<file path="src/rtl/universal_shift_reg.sv">
// Parametrised universal shift register: eight single-step modes plus a
// counted burst that repeats a latched mode N times with busy/done handshake.
//
// state | meaning
// IDLE  | single ops on en, accepts burst start
// RUN   | burst active, one lmode step per enabled edge
module universal_shift_reg #(
  parameter int               WIDTH   = 8,
  parameter int               CNT_W   = 4,
  parameter logic [WIDTH-1:0] RST_VAL = '0
) (
  input  logic             clk,
  input  logic             rst,
  input  logic             en,
  input  logic [2:0]       mode,
  input  logic             sl_in,
  input  logic             sr_in,
  input  logic [WIDTH-1:0] d_in,
  input  logic             start,
  input  logic [CNT_W-1:0] amount,
  output logic [WIDTH-1:0] q,
  output logic             so_msb,
  output logic             so_lsb,
  output logic             busy,
  output logic             done
);

  typedef enum logic {IDLE = 1'b0, RUN = 1'b1} state_t;

  state_t           state, state_nxt;
  logic [CNT_W-1:0] count, count_nxt;
  logic [2:0]       lmode, lmode_nxt;
  logic [WIDTH-1:0] q_nxt;
  logic             done_nxt;

  function automatic logic [WIDTH-1:0] shift_step(
    input logic [2:0]       m,
    input logic [WIDTH-1:0] cur,
    input logic             sl,
    input logic             sr,
    input logic [WIDTH-1:0] d
  );
    logic [WIDTH-1:0] r;
    case (m)
      3'b000:  r = cur;
      3'b001:  r = {cur[WIDTH-2:0], sl};
      3'b010:  r = {sr, cur[WIDTH-1:1]};
      3'b011:  r = {cur[WIDTH-2:0], cur[WIDTH-1]};
      3'b100:  r = {cur[0], cur[WIDTH-1:1]};
      3'b101:  r = d;
      3'b110:  r = {cur[WIDTH-1], cur[WIDTH-1:1]};
      default: r = '0;
    endcase
    return r;
  endfunction

  always_ff @(posedge clk or posedge rst) begin
    if (rst) begin
      state <= IDLE;
      q     <= RST_VAL;
      count <= '0;
      lmode <= 3'b000;
      done  <= 1'b0;
    end else begin
      state <= state_nxt;
      q     <= q_nxt;
      count <= count_nxt;
      lmode <= lmode_nxt;
      done  <= done_nxt;
    end
  end

  always_comb begin
    state_nxt = state;
    q_nxt     = q;
    count_nxt = count;
    lmode_nxt = lmode;
    done_nxt  = 1'b0;
    case (state)
      IDLE: begin
        // start wins over en; a zero-length burst completes without running
        if (start) begin
          lmode_nxt = mode;
          count_nxt = amount;
          if (amount == '0) done_nxt = 1'b1;
          else              state_nxt = RUN;
        end else if (en) begin
          q_nxt = shift_step(mode, q, sl_in, sr_in, d_in);
        end
      end
      RUN: begin
        if (en) begin
          q_nxt     = shift_step(lmode, q, sl_in, sr_in, d_in);
          count_nxt = count - CNT_W'(1);
          if (count == CNT_W'(1)) begin
            state_nxt = IDLE;
            done_nxt  = 1'b1;
          end
        end
      end
      default: state_nxt = IDLE;
    endcase
  end

  always_comb begin
    busy   = (state == RUN);
    so_msb = q[WIDTH-1];
    so_lsb = q[0];
  end

endmodule
</file>
<file path="config.mk">
export PLATFORM = sky130hd
export DESIGN_NAME = universal_shift_reg
export DESIGN_NICKNAME = d
export VERILOG_FILES = /design/src/rtl/universal_shift_reg.sv
export SDC_FILE = /design/constraint.sdc
export NUM_CORES = 1
export LEC_CHECK = 0
export BUFFER_PORTS_ARGS = -buffer_cell sky130_fd_sc_hd__buf_2
export CORE_MARGIN = 2
export CORE_UTILIZATION = 50
export CTS_CLUSTER_SIZE = 10
export DETAILED_ROUTE_END_ITERATION = 10
export GPL_TIMING_DRIVEN = 0
export PLACE_DENSITY_LB_ADDON = 0.15
export RECOVER_POWER = 25
export SETUP_SLACK_MARGIN = 0.4
export SYNTH_ARGS = -nofsm -noshare
export SYNTH_HDL_FRONTEND = slang
export SYNTH_SLANG_ARGS = --single-unit
</file>
<file path="constraint.sdc">
create_clock -name clk -period 3.6 [get_ports clk]
set_input_delay 0.18 -clock clk [delete_from_list [all_inputs] [get_ports clk]]
set_output_delay 0.18 -clock clk [all_outputs]
set_load 0.01 [all_outputs]
</file>
## Word level (Yosys, flattened, before mapping)

Index checks and enable logic that the tools add are counted.

| cells by class | value |
|---|---|
| add/subtract/negate cells | 1 |
| eq/ne operators | 21 |
| multiplexer cells | 19 |
| bitwise operators | 1 |
| reduce and logical (&&, ||, !) cells | 7 |

Operators by type and width:

| kind | number |
|---|---|
| $pmux W8 S7 | 2 |
| $mux W8 | 3 |
| $eq A3 B3 Y1 const B | 6 |
| $ne A2 B2 Y1 const B | 8 |
| $pmux W8 S2 | 1 |
| $eq A3 B2 Y1 const B | 4 |
| $mux W1 | 8 |
| $mux W4 | 2 |
| $pmux W4 S2 | 1 |
| $reduce_and A7 Y1 | 1 |
| $eq A3 B1 Y1 const B | 2 |
| $logic_not A3 Y1 | 2 |
| $reduce_and A5 Y1 | 1 |
| $eq A4 B1 Y1 const B | 1 |
| $logic_not A4 Y1 | 1 |
| $pmux W1 S2 | 2 |
| $reduce_and A2 Y1 | 2 |
| $sub A4 B1 Y4 const B | 1 |
| $not A1 Y1 | 1 |

| storage, ports and cells | value |
|---|---|
| flip-flop bits (word level) | 17 |
| input bits | 21 |

## Longest topological paths before layout

| logic depth | value |
|---|---|
| depth after elaboration | 5 |
| mapped depth | 6 |
| mapped depth without buffers | 6 |

## Worst setup path after synthesis

Ideal clock, no wire load.

| path | value |
|---|---|
| path kind | register to register |
| start | register lmode[2] |
| end | register q[7] |
| setup time | 0.125 ns |
| arrival time | 1.482 ns |
| required time | 3.475 ns |
| slack | 1.993 ns |
| cell stages (with the launch flop) | 6 |
| buffers on the path | 1 |
| period minus slack after synthesis | 1.607 ns |
| cell sequence | dfrtp_1 -> or3_1 -> and3_4 -> buf_6 -> a32o_1 -> mux2_4 |

| between the ends | value |
|---|---|
| longest elaborated chain between the ends | 4 |
| elaborated cells on any way between the ends | 13 |
| those cells by class | eq/ne (8); mux (3); reduce/logical (2) |

Ends and longest elaborated chain:

| element | line | text |
|---|---|---|
| start, declared | 32 | `logic [2:0] lmode, lmode_nxt;` |
| start signal, assigned | 68 | `lmode <= lmode_nxt;` |
| $eq A3 B3 Y1, or another cell as far along | 44 | `case (m)` |
| $pmux W8 S7 | 44 |  |
| $mux W8 | 92 | `if (en) begin` |
| $pmux W8 S2 | 79 | `case (state)` |
| end signal, assigned | 66 | `q <= q_nxt;` |
| end, declared | 21 | `output logic [WIDTH-1:0] q,` |

Several ways; a longest one is shown, not always the timed one. The select of a mux whose other input is x is not followed.
A chain may end at the register's enable or synchronous reset.

## Worst setup path in the final report

| path | value |
|---|---|
| start | register state, in the netlist busy |
| end | register q[5] |

| between the ends | value |
|---|---|
| longest elaborated chain between the ends | 3 |
| elaborated cells on any way between the ends | 8 |
| those cells by class | eq/ne (5); mux (1); bitwise (1); reduce/logical (1) |

Ends and longest elaborated chain:

| element | line | text |
|---|---|---|
| start, declared | 30 | `state_t state, state_nxt;` |
| start signal, assigned | 65 | `state <= state_nxt;` |
| $not A1 Y1 (no line) | n/a |  |
| $ne A2 B2 Y1 (no line) | n/a |  |
| $reduce_and A5 Y1 (no line) | n/a |  |

Several ways; a longest one is shown, not always the timed one.

==> flow_summary_export.csv <==
group,metric,value,unit
synth,netlist_top_cells_area,"dfrtp_1 (29%), a22o_1 (4.1%), nand3b_1 (4.1%), nor2_1 (4.1%), mux2_2 (3.8%)",
die,die-height,58.4,um
critical_path,startpoint_type,"flip-flop",
route,finalWirelength,3990,um
critical_path,timing.rr.start,"busy$_DFF_PP0_",
synth,synth_common_cells,"dfrtp_1 (17), nor2_1 (16), o21ai_0 (10), nand2_1 (9)",
cells_and_area,n_fill_cell,262,
clock_network,cts-root-buf,"clkbuf_4",
cells_and_area,drive_gt1_share,26.8,%
synth,syn_nets,195,
clock_network,numCtsBuffers,3,
clock_network,cts_tree,"done",
flow_run,maxCapViolCount,0,
power_and_ir_drop,vdd_drop_max,0.000577,V
global_route,grt_pass1_vias,1440,
global_route,antenna_found_initial,0,
sta,worst_pin_slew,0.666,ns
clock_network,cts.sinks,17,
hold_path,hp-start,"amount[0]",
sta,timing.hold.ws,0.178,ns
synth,async_reset_ff_share,100,%
cells_and_area,antenna_cells,0,
clock_network,postCtsSetupBuffers,0,
cells_and_area,nets,233,
synth,avgSynthCellArea,8.61,um^2
die,die_area,3410,um^2
critical_path,cpPeakStageDelay,0.44,ns
sta,slew_violations,0,
clock_network,htreeDepth,1,
route,num_vias,1532,
sta,clock_skew,0.00505,ns
clock_network,clock_latency,0.29,ns
critical_path,crit_arrival,1.90,ns
critical_path,worstRegToRegCells,4,
sta,finalCriticalPeriod,1.76,ns
synth,ys_seq_area_share,28.7,%
sta,setup_tns,0,ns
synth,synth_edf_count,0,
clock_network,path_clk_slew,0.11,ns
synth,netlist_area,1480,um^2
synth,synth_seq_cells,17,
die,start_util,53.3,%
die,core_area,2780,um^2
sta,clock.fmax,570,MHz
critical_path,worst-setup-path-type,"flip-flop to flip-flop",
place,hpwl,3010,um
global_route,grt-ovfl-total,0,
synth,yosysUniqueCellTypes,46,
cells_and_area,final_area,1720,um^2
sta,grt_setup_unrepaired,"false",
cells_and_area,syn_to_final_growth,15.9,%
critical_path,path_max_fanout,10,
sta,setup_viol,0,
critical_path,r2r-end,"q[5]$_DFFE_PP0P_",
route,postRouteAntennaNets,0,
place,gp_congestion,0.916,
critical_path,regToRegSetupSlack,1.84,ns
synth,synthCells,172,
route,route.detailed.drc,0,
critical_path,crit_required,3.74,ns
sta,period_share,48.8,%
route,drtIter0Drc,73,
sta,hold_viol_final,0,
place,dpl_worst_slack,1.89,ns
sta,maxSlewHeadroom,55.5,%
sta,setup_ws,1.84,ns
die,num_rows,19,
outcome,status,"finished, final reports clean",
global_route,grt_usage,25.5,%
route,first_pass_iters,4,
power_and_ir_drop,power.density,796,nW/um^2
hold_path,whs_endpoint,"count[0]$_DFFE_PP0P_",
synth,yosys_warnings,0,
global_route,grt_max_degree,18,
hold_path,min-delay-path-class,"input pin to flip-flop",
place,io_buffers,32,
global_route,grt_first_pass_wirelength,6730,um
synth,yosysMostFrequentCell,"dfrtp_1",
clock_network,clk_path_buf_depth,2,
critical_path,cp_cell_sequence,"nor2_1 -> a32o_1 -> clkbuf_1 -> a31oi_1",
route,drt-vias-per-instance,6.38,
hold_path,min_path_cells,3,
synth,synth_top_cell_by_area,"dfrtp_1",
die,dieWidth,58.4,um
place,place_area,1680,um^2
critical_path,crit_slowest_cell,"dfrtp_1",
die,io_pins,33,
critical_path,endpoint_kind,"flip-flop",
synth,yosys.area.top_type_share,28.7,%
synth,yosys_most_used_dff,"dfrtp_1",
power_and_ir_drop,p_leak,0.000768,uW
route,wire_per_inst,16.6,um
## state kept, by name, summed over array words and instances, names as in the netlist
register and cells:
busy 1, q 8, done 1, count 4
lmode 3
## cells by family after synthesis
family                     Yosys count  share of synthesized area (%)
AOI/OAI and AO/OA                   59                           28.5
xor gates and xnor gates             3                           1.77
adders and majority gates            2                           1.69
buffers and inverters               20                           8.19
DFF                                 17                           28.7
muxes                                8                           6.17
and+or+nand+nor                     63                           24.9
## what timing repair did
item / 4_1_cts / 5_1_grt
gates resized for setup: 0 / 0
hold buffers: 1 / 0
hold endpoints to repair: 17 / 0
## per-layer routing
metal,part of all wire (%),vias to the layer above,GRT usage [%]
li1,-,720,-
met1,43,721,35.2
met2,47,82,41.1
met3,8.4,9,3.30
met4,1.7,0,9.30
met5,0,-,0
## worst max path at each step
stage                                     from          endpoint  slack (ns)  depth (start not counted)
after global placement    lmode[1]$_DFFE_PP0P_  q[7]$_DFFE_PP0P_        1.93                          4
after floorplan           lmode[2]$_DFFE_PP0P_  q[7]$_DFFE_PP0P_        1.99                          5
after CTS                 lmode[2]$_DFFE_PP0P_  q[2]$_DFFE_PP0P_        1.87                          5
after global routing            busy$_DFF_PP0_  q[2]$_DFFE_PP0P_        1.77                          5
final                           busy$_DFF_PP0_  q[5]$_DFFE_PP0P_        1.84                          4
after detailed placement        busy$_DFF_PP0_  q[5]$_DFFE_PP0P_        1.89                          4
## area by class of cell
class	instances	area, um^2	area share [%]
timing repair buffer	33	169	9.84
buffer	14	98.8	5.76
inverter	6	22.5	1.31
sequential	17	425	24.8
clock inverter	1	5.00	0.292
clock buffer	3	22.5	1.31
multi-input combinational	135	935	54.4
tap	31	38.8	2.26
## cell usage in the layout (no fill, tap or decap), drive strengths merged, types with 3 or more instances in the layout
cell type	instances
buf	39
dfrtp	17
nor2	16
o21ai	14
nand2	9
clkbuf	9
nand3b	8
a31oi	8
nor2b	8
a22o	7
nand2b	6
a21oi	6
inv	6
mux2	6
a32o	5
a222oi	3
a2bb2oi	3
a21boi	3
xor2	3
## report_power, final
group	total (uW)	internal [uW]	switching (uW)
Clock	104	41.3	63.0
Sequential	424	283	141
Combinational	838	411	427
Total	1370	736	631
## worst max-delay path: cells and delay by family (launching register included)
kind / cells / cell delay (ns)
DFF: 1 / 0.44
and+or+nand+nor: 1 / 0.23
buffers and inverters: 1 / 0.41
AOI/OAI and AO/OA: 2 / 0.53
## per-stage QoR
| step | power [uW] | cells | util, % |
|---|---|---|---|
| 4_1_cts | 1360 | 240 | 61.8 |
| 5_1_grt | 1480 | 240 | 61.7 |
| 3_5_place_dp | 1250 | 235 | 60.4 |
| 2_1_floorplan | 1010 | 172 | - |
| 3_3_place_gp | 1230 | 235 | 60.4 |
| 6_report | 1370 | 240 | 61.7 |
Note: power is estimated with default switching activity, not from simulation.
